## src/rtl/if_id_queue.sv

```systemverilog
// Fetch-to-decode buffer: in-order FIFO of {pc, inst} beats with valid/ready on both sides,
// synchronous flush, and a NOP bubble on the outputs whenever the head is not valid.
module if_id_queue #(
    parameter int unsigned DEPTH = 2,
    parameter logic [31:0] NOP   = 32'h00000013
) (
    input  logic                     clk,
    input  logic                     rst,
    input  logic [63:0]              pc_in,
    input  logic [31:0]              inst_in,
    input  logic                     in_valid,
    output logic                     in_ready,
    input  logic                     flush,
    output logic [63:0]              pc_out,
    output logic [31:0]              inst_out,
    output logic                     misalign_out,
    output logic                     out_valid,
    input  logic                     out_ready,
    output logic [$clog2(DEPTH):0]   count
);

    localparam int unsigned AW = $clog2(DEPTH);
    localparam int unsigned CW = AW + 1;

    typedef struct packed {
        logic [63:0] pc;
        logic [31:0] inst;
        logic        misalign;
    } entry_t;

    entry_t         mem [DEPTH];
    logic [AW-1:0]  wptr;
    logic [AW-1:0]  rptr;
    logic           push;
    logic           pop;
    entry_t         head;

    // Handshake status comes only from registered occupancy, so out_ready never reaches in_ready.
    always_comb begin
        in_ready  = (count != CW'(DEPTH));
        out_valid = (count != '0);
        push      = in_valid & in_ready & ~flush;
        pop       = out_valid & out_ready & ~flush;
    end

    // Storage, pointers and occupancy; flush overrides both push and pop.
    always_ff @(posedge clk or negedge rst) begin
        if (!rst) begin
            wptr  <= '0;
            rptr  <= '0;
            count <= '0;
            for (int i = 0; i < DEPTH; i++) begin
                mem[i] <= '0;
            end
        end else if (flush) begin
            count <= '0;
            rptr  <= wptr;
        end else begin
            if (push) begin
                mem[wptr] <= '{pc: pc_in, inst: inst_in, misalign: (pc_in[1:0] != 2'b00)};
                wptr      <= wptr + AW'(1);
            end
            if (pop) begin
                rptr <= rptr + AW'(1);
            end
            case ({push, pop})
                2'b10:   count <= count + CW'(1);
                2'b01:   count <= count - CW'(1);
                default: count <= count;
            endcase
        end
    end

    // Head presentation; storage is masked whenever nothing valid is held.
    always_comb begin
        head         = mem[rptr];
        pc_out       = '0;
        inst_out     = NOP;
        misalign_out = 1'b0;
        if (out_valid) begin
            pc_out       = head.pc;
            inst_out     = head.inst;
            misalign_out = head.misalign;
        end
    end

endmodule

```

## config.mk

```make
export PLATFORM = sky130hd
export DESIGN_NAME = if_id_queue
export DESIGN_NICKNAME = d
export VERILOG_FILES = /design/src/rtl/if_id_queue.sv
export SDC_FILE = /design/constraint.sdc
export NUM_CORES = 1
export LEC_CHECK = 0
export BUFFER_PORTS_ARGS = -buffer_cell sky130_fd_sc_hd__buf_2
export CELL_PAD_IN_SITES_DETAIL_PLACEMENT = 0
export CELL_PAD_IN_SITES_GLOBAL_PLACEMENT = 1
export CORE_UTILIZATION = 40
export DETAILED_ROUTE_END_ITERATION = 6
export GPL_TIMING_DRIVEN = 0
export PLACE_DENSITY_LB_ADDON = 0.1
export SLEW_MARGIN = 20
export SYNTH_ARGS = -nofsm -noshare
export SYNTH_HDL_FRONTEND = slang
export SYNTH_SLANG_ARGS = --single-unit
```

## constraint.sdc

```tcl
create_clock -name clk -period 3.6 [get_ports clk]
set_clock_uncertainty 0.05 [all_clocks]
set_input_delay 0.72 -clock clk [delete_from_list [all_inputs] [get_ports clk]]
set_output_delay 0.72 -clock clk [all_outputs]
set_load 0.02 [all_outputs]
```

==> metrics <==
first-pass GRT wire length about 32000 um; HPWL Detailed ~15000 um; Startpoint Class register; busiest grt layer met2; tightest slew margin relative to the limit between 40% and 50%; maxcap violations 0; H-tree levels 4; die height between 150 and 200 um; most frequent cells in the layout buf_2, dfrtp_1, mux2_2; largest net degree at the start of global routing a little over 80; part of the power in registers between 40% and 50%; Lkg Pwr about 5.2 nW; WS Path Type reg -> out; vias in the first global route ~6300; syn_nets approximately 750; NetSw ~3.0 mW; Combinational Power Share a little over a third; final std cells w/o fill 1159; fin nets between 900 and 1000; layout cells sized above 1 48.4%; Cell Chain, Critical Path clkbuf_1 > buf_2 > buf_2 > mux2i_1 > nand2_1 > buf_2; Seq/Total Area, Yosys a little under three fifths; worst-margin pin slew approximately 0.84 ns; antenna-violating nets left 0; deepest clock path buffer count 2; clock share of power between 20% and 30%; Post-synth EDFFs 0; Worst EP required 2.83 ns; outcome finished clean; final WL 20200 um; boundary pin count between 200 and 250; Yosys reg bits 198; Hold Crit Class in -> async; Final Power 9.03 mW; Hold Slack between 0.15 and 0.2 ns; area share of the largest cell type after synthesis a little under three fifths; DRC 0; Tmin final between 3 and 4 ns; internal power 6.00 mW; Peak Freq approximately 0.30 GHz; Max FO, Critical Path 10; met3 Use GR approximately 5.1%; Die Wd around 150 um; die footprint 22700 um2; Critical Path Slowest Stage Cell clkbuf_1; Tcrit/Tclk final a little over nine tenths; FP Rows 53; Ys Warns 0; Reg2Reg Capture Point mem[95]$_DFFE_PN0P_; Vias/cell 4.98; switching share of power roughly a third; PnR worst setup slack 0.221 ns; max incr delay on CP between 0.4 and 0.5 ns; GR Util met2 between 30% and 40%; most used flip-flop cell after synthesis dfrtp_1; cell mode on critical path buf_2; initial antenna violation count 2; Num Clock Sinks between 150 and 200; routability cong. approximately 0.77; delay-heaviest family, CP buffers and inverters; Final Setup Violations 0; CP bufs+invs 4; commonest non-fill, non-tap cell in the layout buf_2; Inst Count DP between 1000 and 1500; leading area contributor after synthesis dfrtp_1; Worst R2R Path Depth 5; reg2reg start count[0]$_DFFE_PN0P_; Root Buffer clkbuf_16; DR WL/cell about 17 um; Synth Area per Inst around 14 um2; RSZ-0062 raised after global routing false; critical path endpoint category output port; total congestion overflow 0; CP arrival between 2 and 3 ns; GRT Util Overall roughly 19%; # hold bufs at CTS 0; final hold violations 0; Async SR Flop Fraction 100%; Power Dens Cells 835 nW/um2; worst slack, placed 0.531 ns; VDD IR-drop max 0.000311 V; r2r setup slk about 1.3 ns; TritonCTS buffer count 17; DRT iter0 DRCs 140; Core Area ~21000 um2; clk slew on worst S/H paths ~0.070 ns; via count between 5000 and 6000; # Post-CTS Setup Buffers 0; port bufs 200; initial core utilization a little over 40%; Post-Synthesis Cells between 600 and 700; Mapped Area between 8000 and 9000 um2; Core Util, Final 50.7%; GRT met1 Usage 21.8%; CTS tree done; top cells by area, synth dfrtp_1, mux2_2, mux2i_1, nor2_1, mux2_1; TritonRoute pass-1 iters 4; Slew Limit Fails 0; Skew-Pair Late Insertion Delay around 0.42 ns; Area Growth Syn to Fin 22.5%; Synth cell types 23
## routing by layer
| layer | part of all wire, % | up-vias |
|---|---|---|
| met5 | 0.13 | - |
| met4 | 1.1 | 4 |
| met3 | 5.2 | 17 |
| met2 | 51 | 118 |
| met1 | 42 | 2935 |
| li1 | - | 2697 |
## logic make-up after synthesis
kind of cell / share of synthesized area (%)
AOI/OAI and AO/OA: 0.453
muxes: 35.8
DFF: 56.1
xor gates and xnor gates: 0.198
buffers and inverters: 2.34
and+or+nand+nor: 5.07
## stage by stage
stage | area [um2] | TNS, ns
after global placement | 10200 | -262.07
after global routing | 10800 | 0
after detailed placement | 10200 | 0
after CTS | 10800 | 0
after floorplan | 8830 | 0
final | 10800 | 0
## power groups by stage
stage	clock (mW)	combinational (mW)	sequential (mW)
detailed placement	0	3.36	3.94
finish	1.84	3.30	3.89
CTS	1.91	3.37	3.89
floorplan	0	2.54	3.76
global route	2.00	3.61	4.04
global placement	0	3.25	3.84
## state kept, by name (all words and copies together) (netlist names)
name	cells
wptr	1
rptr	1
mem	194
count	2
## cells in the mapped netlist (3+ instances only)
| library cell | instances |
|---|---|
| dfrtp_1 | 198 |
| clkbuf_1 | 10 |
| a21oi_1 | 3 |
| mux2i_1 | 98 |
| buf_1 | 7 |
| nand2_1 | 4 |
| nor2_1 | 95 |
| buf_2 | 21 |
| mux2_2 | 164 |
| buf_4 | 4 |
| mux2_1 | 30 |
## cell type report
cell class | instances | area, um2
multi-input combinational | 408 | 3670
inverter | 2 | 7.51
timing repair buffer | 202 | 1070
antenna | 1 | 2.50
fill | 1953 | 10500
tap | 275 | 344
buffer | 42 | 200
clock buffer | 17 | 425
sequential | 198 | 4950
clock inverter | 14 | 146
## worst max path at each step
| stage | from | endpoint | slack [ns] | cells past startpoint |
|---|---|---|---|---|
| detailed placement | count[1]$_DFFE_PN0P_ | pc_out[15] | 0.53 | 5 |
| global route | rptr$_DFFE_PN0P_ | inst_out[4] | 0.08 | 6 |
| finish | rptr$_DFFE_PN0P_ | inst_out[4] | 0.22 | 6 |
| global placement | rst | mem[179]$_DFFE_PN0P_ | -1.34 | 1 |
| CTS | count[1]$_DFFE_PN0P_ | pc_out[45] | 0.05 | 5 |
| floorplan | count[1]$_DFFE_PN0P_ | pc_out[13] | 1.35 | 4 |
## what timing repair did
action,in CTS,in global routing
gates resized for setup,0,2
endpoints found under the setup margin,0,9
endpoints found under the hold margin,0,0
Note: power is estimated with default switching activity, not from simulation.
